--- config.mk ---
export PLATFORM = sky130hd
export DESIGN_NAME = phaser_out_tap_ctrl
export DESIGN_NICKNAME = d
export VERILOG_FILES = /design/src/rtl/phaser_ctrl_pkg.sv /design/src/rtl/phaser_settle_timer.sv /design/src/rtl/phaser_out_tap_ctrl.sv
export SDC_FILE = /design/constraint.sdc
export NUM_CORES = 1
export LEC_CHECK = 0
export BUFFER_PORTS_ARGS = -buffer_cell sky130_fd_sc_hd__buf_2
export CORE_UTILIZATION = 45
export CTS_CLUSTER_DIAMETER = 40
export DETAILED_ROUTE_END_ITERATION = 12
export GPL_ROUTABILITY_DRIVEN = 0
export PLACE_DENSITY_LB_ADDON = 0.15
export SLEW_MARGIN = 20
export SYNTH_ARGS = -nofsm -noshare
export SYNTH_HDL_FRONTEND = slang
export SYNTH_SLANG_ARGS = --single-unit
--- constraint.sdc ---
create_clock -name CLK -period 5 [get_ports CLK]
set_input_delay 0.5 -clock CLK [delete_from_list [all_inputs] [get_ports CLK]]
set_output_delay 0.5 -clock CLK [all_outputs]
set_load 0.03 [all_outputs]
--- src/rtl/phaser_ctrl_pkg.sv ---
// Shared widths, opcodes and FSM state encoding for the PHASER_OUT
// dynamic-delay tap controller.
package phaser_ctrl_pkg;

  localparam int unsigned FINE_W   = 6;
  localparam int unsigned COARSE_W = 3;
  localparam int unsigned CNT_W    = 9;
  localparam int unsigned TMR_W    = 8;

  localparam logic [1:0] OP_SET_FINE   = 2'd0;
  localparam logic [1:0] OP_SET_COARSE = 2'd1;
  localparam logic [1:0] OP_LOAD       = 2'd2;
  localparam logic [1:0] OP_READ       = 2'd3;

  typedef enum logic [2:0] {
    ST_IDLE,
    ST_STEP,
    ST_SETTLE,
    ST_LOAD,
    ST_RDWAIT,
    ST_FIN
  } state_e;

endpackage

--- src/rtl/phaser_settle_timer.sv ---
// Loadable down-counter shared by the settle gap and the counter read wait.
// expire_o is high during the last cycle of a loaded interval.
module phaser_settle_timer
  import phaser_ctrl_pkg::*;
(
  input  logic             clk_i,
  input  logic             rst_i,
  input  logic             start_i,
  input  logic [TMR_W-1:0] load_i,
  output logic             expire_o
);

  logic [TMR_W-1:0] cnt_q;
  logic [TMR_W-1:0] cnt_d;

  always_comb begin
    cnt_d = cnt_q;
    if (start_i) begin
      cnt_d = load_i;
    end else if (cnt_q != '0) begin
      cnt_d = cnt_q - TMR_W'(1);
    end
  end

  always_ff @(posedge clk_i) begin
    if (rst_i) begin
      cnt_q <= '0;
    end else begin
      cnt_q <= cnt_d;
    end
  end

  assign expire_o = (cnt_q == TMR_W'(1));

endmodule

--- src/rtl/phaser_out_tap_ctrl.sv ---
// Command sequencer for one PHASER_OUT dynamic-delay port: converts set-tap
// commands into single-tap pulses with settle gaps and tracks tap positions.
module phaser_out_tap_ctrl
  import phaser_ctrl_pkg::*;
#(
  parameter int unsigned SETTLE_CYCLES = 8,
  parameter int unsigned READ_LAT      = 2,
  parameter int unsigned FINE_INIT     = 0,
  parameter int unsigned COARSE_INIT   = 0
) (
  input  logic       CLK,
  input  logic       RST,
  input  logic       REQVALID,
  output logic       REQREADY,
  input  logic [1:0] REQOP,
  input  logic [8:0] REQDATA,
  output logic       DONE,
  output logic       ERR,
  output logic [8:0] RDATA,
  output logic [5:0] FINETAP,
  output logic [2:0] COARSETAP,
  output logic       FINEENABLE,
  output logic       FINEINC,
  output logic       COARSEENABLE,
  output logic       COARSEINC,
  output logic       COUNTERLOADEN,
  output logic [8:0] COUNTERLOADVAL,
  output logic       COUNTERREADEN,
  input  logic [8:0] COUNTERREADVAL,
  input  logic       FINEOVERFLOW,
  input  logic       COARSEOVERFLOW
);

  localparam logic [TMR_W-1:0] SETTLE_LD = TMR_W'(SETTLE_CYCLES);
  localparam logic [TMR_W-1:0] RD_LD     = TMR_W'(READ_LAT + 1);

  state_e               state_q, state_d;
  logic [1:0]           op_q, op_d;
  logic [CNT_W-1:0]     tgt_q, tgt_d;
  logic [FINE_W-1:0]    fine_q, fine_d;
  logic [COARSE_W-1:0]  coarse_q, coarse_d;
  logic                 ready_q, ready_d;
  logic                 done_q, done_d;
  logic                 err_q, err_d;
  logic                 fen_q, fen_d;
  logic                 finc_q, finc_d;
  logic                 cen_q, cen_d;
  logic                 cinc_q, cinc_d;
  logic                 lden_q, lden_d;
  logic [CNT_W-1:0]     ldval_q, ldval_d;
  logic                 rden_q, rden_d;
  logic [CNT_W-1:0]     rdata_q, rdata_d;

  logic [1:0]           sel_op;
  logic [CNT_W-1:0]     sel_tgt;
  logic                 sel_fine;
  logic [CNT_W-1:0]     cur_pos;
  logic                 ovf;
  logic                 bad_tgt;
  logic                 fin_err;
  logic                 step_nx;
  logic                 inc_nx;
  logic                 tmr_start;
  logic [TMR_W-1:0]     tmr_load;
  logic                 tmr_expire;

  phaser_settle_timer u_timer (
    .clk_i    (CLK),
    .rst_i    (RST),
    .start_i  (tmr_start),
    .load_i   (tmr_load),
    .expire_o (tmr_expire)
  );

  // In IDLE the live request is decoded; afterwards the registered command.
  always_comb begin
    sel_op   = (state_q == ST_IDLE) ? REQOP : op_q;
    sel_tgt  = (state_q == ST_IDLE) ? REQDATA : tgt_q;
    sel_fine = (sel_op == OP_SET_FINE);
    cur_pos  = sel_fine ? CNT_W'(fine_q) : CNT_W'(coarse_q);
    bad_tgt  = sel_fine ? (REQDATA[8:6] != '0) : (REQDATA[8:3] != '0);
    ovf      = (op_q == OP_SET_FINE) ? FINEOVERFLOW : COARSEOVERFLOW;
  end

  always_comb begin
    state_d   = state_q;
    op_d      = op_q;
    tgt_d     = tgt_q;
    fin_err   = 1'b0;
    tmr_start = 1'b0;
    tmr_load  = '0;
    unique case (state_q)
      ST_IDLE: begin
        if (REQVALID && ready_q) begin
          op_d  = REQOP;
          tgt_d = REQDATA;
          if (REQOP == OP_LOAD) begin
            state_d = ST_LOAD;
          end else if (REQOP == OP_READ) begin
            state_d   = ST_RDWAIT;
            tmr_start = 1'b1;
            tmr_load  = RD_LD;
          end else if (bad_tgt) begin
            state_d = ST_FIN;
            fin_err = 1'b1;
          end else if (REQDATA == cur_pos) begin
            state_d = ST_FIN;
          end else begin
            state_d = ST_STEP;
          end
        end
      end
      ST_STEP: begin
        state_d   = ST_SETTLE;
        tmr_start = 1'b1;
        tmr_load  = SETTLE_LD;
      end
      ST_SETTLE: begin
        if (ovf) begin
          state_d = ST_FIN;
          fin_err = 1'b1;
        end else if (tmr_expire) begin
          state_d = (tgt_q == cur_pos) ? ST_FIN : ST_STEP;
        end
      end
      ST_LOAD:   state_d = ST_FIN;
      ST_RDWAIT: if (tmr_expire) state_d = ST_FIN;
      ST_FIN:    state_d = ST_IDLE;
      default:   state_d = ST_IDLE;
    endcase
  end

  // Outputs are registered from the next state so each pulse lines up with
  // the cycle its state occupies; tracking follows the pulse actually issued.
  always_comb begin
    step_nx = (state_d == ST_STEP);
    inc_nx  = (sel_tgt > cur_pos);
    fen_d   = step_nx && sel_fine;
    finc_d  = fen_d && inc_nx;
    cen_d   = step_nx && !sel_fine;
    cinc_d  = cen_d && inc_nx;
    lden_d  = (state_d == ST_LOAD);
    ldval_d = ((state_q == ST_IDLE) && (state_d == ST_LOAD)) ? REQDATA : ldval_q;
    rden_d  = (state_q == ST_IDLE) && (state_d == ST_RDWAIT);
    rdata_d = ((state_q == ST_RDWAIT) && tmr_expire) ? COUNTERREADVAL : rdata_q;
    ready_d = (state_d == ST_IDLE);
    done_d  = (state_d == ST_FIN);
    err_d   = fin_err;

    fine_d   = fine_q;
    coarse_d = coarse_q;
    if (fen_q) begin
      fine_d = finc_q ? (fine_q + FINE_W'(1)) : (fine_q - FINE_W'(1));
    end
    if (cen_q) begin
      coarse_d = cinc_q ? (coarse_q + COARSE_W'(1)) : (coarse_q - COARSE_W'(1));
    end
    if (lden_q) begin
      fine_d   = ldval_q[5:0];
      coarse_d = ldval_q[8:6];
    end
  end

  always_ff @(posedge CLK) begin
    if (RST) begin
      state_q  <= ST_IDLE;
      op_q     <= OP_SET_FINE;
      tgt_q    <= '0;
      fine_q   <= FINE_W'(FINE_INIT);
      coarse_q <= COARSE_W'(COARSE_INIT);
      ready_q  <= 1'b0;
      done_q   <= 1'b0;
      err_q    <= 1'b0;
      fen_q    <= 1'b0;
      finc_q   <= 1'b0;
      cen_q    <= 1'b0;
      cinc_q   <= 1'b0;
      lden_q   <= 1'b0;
      ldval_q  <= '0;
      rden_q   <= 1'b0;
      rdata_q  <= '0;
    end else begin
      state_q  <= state_d;
      op_q     <= op_d;
      tgt_q    <= tgt_d;
      fine_q   <= fine_d;
      coarse_q <= coarse_d;
      ready_q  <= ready_d;
      done_q   <= done_d;
      err_q    <= err_d;
      fen_q    <= fen_d;
      finc_q   <= finc_d;
      cen_q    <= cen_d;
      cinc_q   <= cinc_d;
      lden_q   <= lden_d;
      ldval_q  <= ldval_d;
      rden_q   <= rden_d;
      rdata_q  <= rdata_d;
    end
  end

  assign REQREADY       = ready_q;
  assign DONE           = done_q;
  assign ERR            = err_q;
  assign RDATA          = rdata_q;
  assign FINETAP        = fine_q;
  assign COARSETAP      = coarse_q;
  assign FINEENABLE     = fen_q;
  assign FINEINC        = finc_q;
  assign COARSEENABLE   = cen_q;
  assign COARSEINC      = cinc_q;
  assign COUNTERLOADEN  = lden_q;
  assign COUNTERLOADVAL = ldval_q;
  assign COUNTERREADEN  = rden_q;

endmodule
==> metrics.yaml, run 1 <==
layout:
  num_antenna_cells: 0
  drive_gt1_frac: 0.198
  syn_to_final_growth_pct: 15.4
  nets: 488
grt:
  gr-usage-met1: 0.341
  use_met2: 0.329
  grt_pass1_vias: 2688
  track_usage: 0.234
  top_usage_layer: "met1"
  grt.met3_usage: 0.0588
  grt-ovfl-total: 0
  grt_antenna_before_repair: 0
  grt_pass1_wl_mm: 13.5
  grt_start_max_net_pins: 49
synth:
  yosysTopAreaCell: "dfxtp_1"
  async_flop_share: 0
  post_synth_instance_area_sq_um: 3260
  synth_common_cells: "dfxtp_1 (58), nor2_1 (57), nand2_1 (46)"
  synth.avg_cell_area_sq_um: 8.17
  synth_nets: 438
  synth_cells: 399
  yosysMostFrequentCell: "dfxtp_1"
  synthFlopType: "dfxtp_1"
  synth_area_leaders: "dfxtp_1 (36%), mux2i_1 (7.4%), nor2_1 (6.6%), a21oi_1 (5.5%), nand2_1 (5.3%)"
  synth_edf_count: 0
  synth_warnings: 0
  ys_types: 55
  yosysSeqAreaShare: 0.356
  ys_seq_elements: 58
  yosysTopAreaCellShare: 0.356
power_and_ir_drop:
  cell_internal_pwr_mw: 1.03
  p_per_area_nw_per_um2: 478
  clock_power_share: 0.217
  leakage_nw: 1.60
  power_mw: 1.80
  vdd_ir_drop_max_mv: 0.256
  power_frac_seq: 0.351
  p_comb_frac: 0.432
  p_sw_frac: 0.426
  p_sw_mw: 0.767
sta:
  max_slew_margin: 0.354
  hold_viol: 0
  setup_viol: 0
  finalSetupTns_ns: 0
  report.final.slew_viol_count: 0
  fin_crit_sh: 0.632
  timing.fmax_mhz: 317
  rsz0062_at_grt: "false"
  worstMarginPinSlew_ns: 0.965
  skew_ns: 0.0101
  layout_min_cycle_time_ns: 3.16
clock_network:
  cts_buffer_depth: 2
  clock-sinks: 58
  insertion_delay_ns: 0.33
  cts.clk_slew.worst_paths_ns: 0.07
  postCtsSetupRepairBufs: 0
  ctsResizeCount: 0
  root_buffer: "clkbuf_8"
  cts_tree: "yes"
  cts_buffers: 9
  hold_buffers: 0
  htreeDepth: 3
placed_design:
  hpwl_mm: 6.09
  port_buffers: 60
route:
  drtPass1Iterations: 4
  detail-route-antenna-nets: 0
  first_iter_violations: 210
  wirelength_mm: 8.34
  post_drt_wl_per_cell_um: 15.2
  via_per_inst: 5.44
  vias: 2993
  drc: 0
setup_path:
  worstPathMaxFanout: 14
  required_ns: 5.18
  critPathLaunchType: "flop"
  crit_arrival_ns: 3.34
  end_kind: "flop"
  crit_type: "flop to flop"
die:
  row_count: 30
  initial_core_util: 0.472
  die-area_sq_um: 7590
  die_w_um: 87.1
  fp.coreArea_sq_um: 6910
  ios: 61
  dieHeight_um: 87.1
min_path:
  worstHoldPathType: "input pin to flop"
status:
  status: "finished clean"
flow_run:
  maxCapViolations: 0
[path summary, 6_finish.rpt]
| kind | start | end | slack [ns] | cells past startpoint |
|---|---|---|---|---|
| max | state_q[1] | COUNTERLOADVAL[3] | 1.84 | 5 |
| min | COUNTERREADVAL[1] | RDATA[1] | 0.40 | 3 |
| max reg2reg | state_q[1] | COUNTERLOADVAL[3] | 1.84 | 5 |
| min reg2reg | tgt_q[2] | tgt_q[2] | 0.45 | 2 |
[kinds of logic (layout without fill, tap and decap cells)]
logic type / after synthesis / in the layout / share of synthesized area
and+or+nand+nor: 160 / 160 / 0.233
xor gates and xnor gates: 16 / 16 / 0.0430
buffers and inverters: 36 / 91 / 0.0491
DFF: 58 / 58 / 0.356
adders and majority gates: 14 / 14 / 0.0583
muxes: 26 / 26 / 0.0806
AOI/OAI and AO/OA: 89 / 89 / 0.180
[power by group through the flow]
stage | Clock, mW | Combinational (mW) | Sequential (mW)
after floorplan | 0 | 0.600 | 0.658
after global placement | 0 | 0.761 | 0.638
after detailed placement | 0 | 0.771 | 0.639
after CTS | 0.399 | 0.777 | 0.629
after global routing | 0.426 | 0.867 | 0.643
final | 0.390 | 0.778 | 0.631
[through the flow]
step | area [sq um] | setup WS, ns | hold slack [ns] | instances | util
after global placement | 3580 | 2.00 | 0.446 | 534 | 0.519
final | 3760 | 1.84 | 0.399 | 550 | 0.545
after CTS | 3760 | 1.88 | 0.377 | 550 | 0.545
after global routing | 3760 | 1.49 | 0.380 | 550 | 0.545
after detailed placement | 3580 | 1.92 | 0.449 | 534 | 0.519
after floorplan | 3260 | 2.45 | 0.436 | 399 | -
[layout make-up]
type / instances / area, sq um
Clock buffer: 10 / 138
Clock inverter: 6 / 42.5
Inverter: 15 / 56.3
Multi-Input combinational cell: 305 / 1940
Fill cell: 693 / 3140
Sequential cell: 58 / 1160
Tap cell: 96 / 120
Timing Repair Buffer: 60 / 300
[layer usage]
metal	share of wire	vias up
met3	0.066	10
met5	0	-
li1	-	1504
met2	0.42	108
met1	0.49	1371
met4	0.017	0
[registers in the layout (all words and copies together) (netlist names)]
name,flops
COUNTERLOADVAL,9
RDATA,9
tgt_q,9
u_timer.cnt_q,8
FINETAP,6
COARSETAP,3
state_q,3
op_q,2
COARSEENABLE,1
COARSEINC,1
COUNTERLOADEN,1
COUNTERREADEN,1
DONE,1
ERR,1
FINEENABLE,1
FINEINC,1
REQREADY,1
[worst max-delay path, cell delays in order (launching register included)]
cell and delay [ns]:
dfxtp_1 0.40, nor3_2 0.76, nand3_1 0.57, nor3b_2 0.94, mux2i_1 0.27, nor2_1 0.06
[cell usage in the layout, fill, tap and decap left out, drive strengths merged, types with 4 or more instances in the layout]
master / n
a21oi: 36
and2: 4
buf: 60
clkbuf: 10
clkinv: 4
dfxtp: 58
ha: 12
inv: 15
mux2i: 24
nand2: 46
nand3: 9
nand4: 4
nor2: 57
nor3: 16
o211ai: 6
o21a: 5
o21ai: 16
or3b: 4
xnor2: 10
xor2: 6
No activity file was read; power rests on OpenSTA's default activity.
==> run 2, diff against run 1 <==
ABC_AREA = 1   (was default)
clock period = 3 ns   (was 5 ns; I/O delays follow)
==> metrics.yaml, run 2 <==
status:
  status: "finished clean"
synth:
  ys_types: 38  # -31%
  synth_cells: 448  # +12%
  synth_common_cells: "nand2_1 (81), dfxtp_1 (58), inv_1 (56)"
  synth.avg_cell_area_sq_um: 7.17  # -12%
  synth_edf_count: 0  # unchanged
  synth_nets: 487  # +11%
  synthAdderAreaFrac: 0.0592  # +0.000840
  post_synth_instance_area_sq_um: 3210  # -1.4%
  synthFlopType: "dfxtp_1"
  yosysTopAreaCell: "dfxtp_1"
  yosysTopAreaCellShare: 0.361  # +0.00513
  synth_warnings: 0  # unchanged
  async_flop_share: 0  # unchanged
  synth_xor_xnor_area_share: 0.0163  # -0.0266
  synthMuxAreaShare: 0  # -0.0806
  yosysSeqAreaShare: 0.361  # +0.00513
  yosys.area_share.simple: 0.329  # +0.0960
  synth_area_leaders: "dfxtp_1 (36%), nand2_1 (9.5%), inv_1 (6.5%), nand3_1 (5.8%), o21ai_0 (5.3%)"
  yosysMostFrequentCell: "nand2_1"
  synth_compound_area_frac: 0.146  # -0.0332
  synth_top_family_by_area: "simple AND/OR/NAND/NOR gates"
  ys_seq_elements: 58  # unchanged
clock_network:
  cts_buffers: 9  # unchanged
  cts.clk_slew.worst_paths_ns: 0.07  # about the same
  root_buffer: "clkbuf_8"
  clock-sinks: 58  # unchanged
  ctsResizeCount: 0  # unchanged
  postCtsSetupRepairBufs: 0  # unchanged
  htreeDepth: 3  # unchanged
  hold_buffers: 0  # unchanged
  insertion_delay_ns: 0.34  # about the same
  cts_tree: "yes"
  cts_buffer_depth: 2  # unchanged
setup_path:
  r2r_end: "COARSEINC"
  crit_arrival_ns: 2.49  # -0.85 ns
  critPathLaunchType: "flop"
  worstPathMaxFanout: 18  # +4
  crit_type: "flop to flop"
  crit_start: "state_q[2]"
  r2r_setup_slack_ns: 0.74  # -1.11 ns
  rr_worst_depth: 12  # +7
  required_ns: 3.23  # -1.95 ns
  r2r_start: "state_q[2]"
  end_kind: "flop"
  endpoint: "COARSEINC"
power_and_ir_drop:
  leakage_nw: 1.86  # +16%
  p_per_area_nw_per_um2: 871  # +82%
  cell_internal_pwr_mw: 1.88  # +82%
  power_frac_seq: 0.312  # -0.039
  p_sw_mw: 1.43  # +87%
  p_sw_frac: 0.432  # +0.00611
  clock_power_share: 0.241  # +0.024
  p_comb_frac: 0.447  # +0.015
  vdd_ir_drop_max_mv: 0.367  # +44%
die:
  ios: 61  # unchanged
  initial_core_util: 0.471  # -0.00159
  die_w_um: 86.5  # -0.69%
  row_count: 30  # unchanged
  dieHeight_um: 86.5  # -0.69%
  die-area_sq_um: 7480  # -1.4%
  fp.coreArea_sq_um: 6830  # -1.1%
sta:
  rsz0062_at_grt: "false"
  layout_min_cycle_time_ns: 2.26  # -0.894 ns
  max_slew_margin: 0.580  # +0.227
  setup_viol: 0  # unchanged
  hold_viol: 0  # unchanged
  skew_ns: 0.00626  # -0.00382 ns
  worstMarginPinSlew_ns: 0.625  # -0.340 ns
  report.final.slew_viol_count: 0  # unchanged
  timing.fmax_mhz: 442  # +40%
  finalSetupTns_ns: 0  # unchanged
  fin_crit_sh: 0.755  # +0.123
grt:
  grt_antenna_before_repair: 0  # unchanged
  grt_start_max_net_pins: 23  # -53%
  grt-ovfl-total: 0  # unchanged
  grt_pass1_wl_mm: 13.8  # +2.4%
  grt_pass1_vias: 2910  # +8.3%
  track_usage: 0.240  # +0.00576
layout:
  fin_util: 0.558  # +0.0129
  stdcell_area_sq_um: 3810  # +1.3%
  nets: 549  # +13%
  final_common_cell: "nand2_1"
  drive_gt1_frac: 0.226  # +0.0274
  layout.cells.most_common_list: "nand2_1 (81), buf_2 (60), dfxtp_1 (58), inv_1 (56), nor2_1 (39)"
  num_antenna_cells: 0  # unchanged
  syn_to_final_growth_pct: 18.5
flow_run:
  maxCapViolations: 0  # unchanged
route:
  wirelength_mm: 8.38  # +0.48%
  detail-route-antenna-nets: 0  # unchanged
  drc: 0  # unchanged
  drtPass1Iterations: 4  # unchanged
  vias: 3086  # +3.1%
  via_per_inst: 5.06  # -7.0%
  first_iter_violations: 188  # -10%
  post_drt_wl_per_cell_um: 13.7  # -9.4%
min_path:
  hold_depth: 3  # unchanged
  worstHoldPathType: "input pin to flop"
placed_design:
  place_area_sq_um: 3590  # +0.31%
  hpwl_mm: 6.42  # +5.3%
  port_buffers: 60  # unchanged
run 2: changes by cell type after synthesis, sizes merged, moves of 4 or more:
cell    previous run  this run
nand2             46        99
inv               15        62
nand3              9        41
mux2i             24         0
o21ai             16        36
nor2              57        47
clkbuf            15         6
xnor2             10         2
o211ai             6         1
o21a               5         0
and2               4         0
or3b               4         0
run 2: worst min path at each step:
stage	from	endpoint	slack, ns
after detailed placement	u_timer.cnt_q[6]	u_timer.cnt_q[6]	0.46
after floorplan	u_timer.cnt_q[6]	u_timer.cnt_q[6]	0.44
final	COUNTERREADVAL[3]	RDATA[3]	0.19
after CTS	COUNTERREADVAL[3]	RDATA[3]	0.18
after global placement	u_timer.cnt_q[6]	u_timer.cnt_q[6]	0.45
after global routing	COUNTERREADVAL[2]	RDATA[2]	0.20
run 2: cells by family after synthesis:
group                    count (synthesis)
AO/OA/AOI/OAI                           85
XOR/XNOR                                 6
adder cells (fa/ha/maj)                 14
buffers and inverters                   72
flip-flops                              58
AND/OR/NAND/NOR                        213
run 2: power by group through the flow:
stage | clock network, mW | logic, mW | registers [mW]
floorplan | 0 | 1.07 | 1.13
global placement | 0 | 1.44 | 1.05
detailed placement | 0 | 1.47 | 1.05
CTS | 0.815 | 1.47 | 1.03
global route | 0.854 | 1.66 | 1.06
finish | 0.800 | 1.48 | 1.04
run 2: worst max-delay path, stage by stage, from the launching register on:
cell,delay (ns)
dfxtp_1,0.36
nor2_4,0.16
nand2_4,0.16
nand2_4,0.12
nand2_8,0.10
nand2_4,0.09
nand2_4,0.06
ha_1,0.31
a21oi_1,0.16
o221ai_1,0.12
a21oi_1,0.19
a2bb2oi_1,0.23
nor2_1,0.08
run 2: metrics by stage:
| step | setup WS [ns] | hold WS [ns] | power [mW] | std cells |
|---|---|---|---|---|
| 6_report | 0.736 | 0.191 | 3.32 | 610 |
| 5_1_grt | 0.587 | 0.205 | 3.57 | 610 |
| 4_1_cts | 0.738 | 0.177 | 3.32 | 610 |
| 3_5_place_dp | 0.756 | 0.460 | 2.52 | 595 |
| 3_3_place_gp | 0.834 | 0.447 | 2.49 | 595 |
| 2_1_floorplan | 1.05 | 0.439 | 2.19 | 448 |
run 2: layout make-up:
class | count | area [sq um]
multi-input cells | 318 | 1770
fillers | 697 | 3020
repair buffers | 61 | 308
well taps | 96 | 120
clock inverters | 5 | 78.8
clock buffers | 10 | 138
flip-flops and latches | 58 | 1160
inverters | 62 | 233
run 2: layer usage:
metal	routed length, um	vias to the layer above	GRT usage
li1	-	1601	-
met1	4080	1401	0.323
met4	183	0	0.0879
met2	3740	67	0.380
met5	0	-	0
met3	385	17	0.0505
==> run 3, diff against run 2 <==
clock period = 2.05 ns   (was 3 ns; I/O delays follow)
==> metrics.yaml, run 3 (same netlist as run 2, synthesis figures left out) <==
clock_network:
  root_buffer: "clkbuf_8"
  insertion_delay_ns: 0.34  # about the same
  clock-sinks: 58  # unchanged
  htreeDepth: 3  # unchanged
  hold_buffers: 0  # unchanged
  cts_buffers: 9  # unchanged
  cts_buffer_depth: 2  # unchanged
  cts.clk_slew.worst_paths_ns: 0.07  # about the same
  cts_tree: "yes"
min_path:
  worstHoldPathType: "input pin to flop"
  hold_depth: 3  # unchanged
layout:
  layout.cells.most_common_list: "nand2_1 (81), buf_2 (61), dfxtp_1 (57), inv_1 (56), nor2_1 (38)"
  num_antenna_cells: 0  # unchanged
  drive_gt1_frac: 0.274  # +0.0481
  syn_to_final_growth_pct: 24.2
  final_common_cell: "nand2_1"
  fin_util: 0.584  # +0.0266
  stdcell_area_sq_um: 3990  # +4.8%
  nets: 571  # +4.0%
grt:
  track_usage: 0.238  # -0.00229
  grt-ovfl-total: 0  # unchanged
  grt_antenna_before_repair: 0  # unchanged
  grt_start_max_net_pins: 23  # unchanged
  grt_pass1_vias: 2956  # +1.6%
  grt_pass1_wl_mm: 13.7  # -1.0%
setup_path:
  end_kind: "flop"
  endpoint: "FINEINC"
  crit_family: "compound AO/OA/AOI/OAI gates"
  slowest_delay_ns: 0.32  # -0.04 ns
  path_buf_inv: 1  # +1
  crit_chain: "nor2_2, buf_4, nand2_4, nand2_8, nand2_4, ha_1, a21oi_2, o221ai_2, a21oi_2, a2bb2oi_2, nor2_1"
  r2r_end: "FINEINC"
  crit_type: "flop to flop"
  slowest_stage: "dfxtp_1"
  crit_start: "op_q[0]"
  rr_worst_depth: 11  # -1
  critPathLaunchType: "flop"
  path_depth: 11  # -1
  r2r_setup_slack_ns: 0.11  # -0.62 ns
  r2r_start: "op_q[0]"
  required_ns: 2.28  # -0.95 ns
  crit_arrival_ns: 2.17  # -0.32 ns
  worstPathMaxFanout: 7  # -11
sta:
  fin_crit_sh: 0.946  # +0.191
  layout_min_cycle_time_ns: 1.94  # -0.325 ns
  hold_viol: 0  # unchanged
  whs_ns: 0.0935  # -0.0970 ns
  worstMarginPinSlew_ns: 0.467  # -0.158 ns
  skew_ns: 0.00851  # +0.00225 ns
  finalSetupTns_ns: 0  # unchanged
  report.final.slew_viol_count: 0  # unchanged
  timing.fmax_mhz: 516  # +17%
  setup_viol: 0  # unchanged
  max_slew_margin: 0.689  # +0.109
status:
  status: "finished clean"
die:
  die_w_um: 86.5  # unchanged
  row_count: 30  # unchanged
  fp.coreArea_sq_um: 6830  # unchanged
  initial_core_util: 0.471  # unchanged
  die-area_sq_um: 7480  # unchanged
  ios: 61  # unchanged
  dieHeight_um: 86.5  # unchanged
placed_design:
  place_area_sq_um: 3740  # +4.2%
  port_buffers: 60  # unchanged
  hpwl_mm: 6.31  # -1.6%
power_and_ir_drop:
  power_mw: 4.95  # +49%
  leakage_nw: 1.94  # +4.7%
  vdd_ir_drop_max_mv: 0.662  # +80%
  p_per_area_nw_per_um2: 1240  # +42%
route:
  via_per_inst: 5.06  # about the same
  wirelength_mm: 8.20  # -2.2%
  post_drt_wl_per_cell_um: 13.0  # -5.7%
  detail-route-antenna-nets: 0  # unchanged
  first_iter_violations: 177  # -5.9%
  drc: 0  # unchanged
  vias: 3200  # +3.7%
  drtPass1Iterations: 4  # unchanged
flow_run:
  maxCapViolations: 0  # unchanged
[run 3: final cells by class]
| cell class | count | area [sq um] |
|---|---|---|
| repair buffers | 83 | 474 |
| clock buffers | 10 | 138 |
| inverters | 62 | 235 |
| well taps | 96 | 120 |
| clock inverters | 6 | 41.3 |
| fillers | 666 | 2840 |
| multi-input cells | 318 | 1820 |
| flip-flops and latches | 58 | 1160 |
[run 3: layer usage]
| layer | track usage | vias up | routed length (um) | part of all wire |
|---|---|---|---|---|
| met5 | 0 | - | 0 | 0 |
| met4 | 0.0985 | 0 | 131 | 0.016 |
| met3 | 0.0457 | 12 | 338 | 0.041 |
| met2 | 0.381 | 68 | 3720 | 0.45 |
| met1 | 0.315 | 1471 | 4010 | 0.49 |
| li1 | - | 1649 | - | - |
[run 3: repair_timing]
action                                  4_1_cts  5_1_grt
pin swaps                                     0        8
resized for setup                             1       14
buffers inserted                              0        1
endpoints found under the setup margin        2        2
cloned                                        0        1
[run 3: stage by stage]
step | cells | worst slack (ns)
finish | 633 | 0.111
detailed placement | 615 | 0.00171
CTS | 631 | 0.0398
global route | 633 | -0.00531
floorplan | 448 | 0.102
global placement | 615 | 0.0354
[run 3: worst min-delay path by stage]
stage | slack [ns] | end | from
floorplan | 0.35 | RDATA[0] | COUNTERREADVAL[0]
detailed placement | 0.44 | RDATA[8] | COUNTERREADVAL[8]
global placement | 0.43 | RDATA[1] | COUNTERREADVAL[1]
global route | 0.09 | RDATA[2] | COUNTERREADVAL[2]
CTS | 0.08 | RDATA[1] | COUNTERREADVAL[1]
finish | 0.09 | RDATA[2] | COUNTERREADVAL[2]
[run 3: where the power goes]
part / leakage (nW) / switching [mW] / internal [mW] / total (mW)
clock: 0.0847 / 0.483 / 0.470 / 0.953
combinational: 1.39 / 1.55 / 0.947 / 2.50
sequential: 0.472 / 0.165 / 1.33 / 1.50
total: 1.94 / 2.20 / 2.75 / 4.95
[run 3: worst min-delay path, stage by stage]
cell    delay [ns]
buf_2         0.07
nor3_1        0.04
nor2_1        0.08
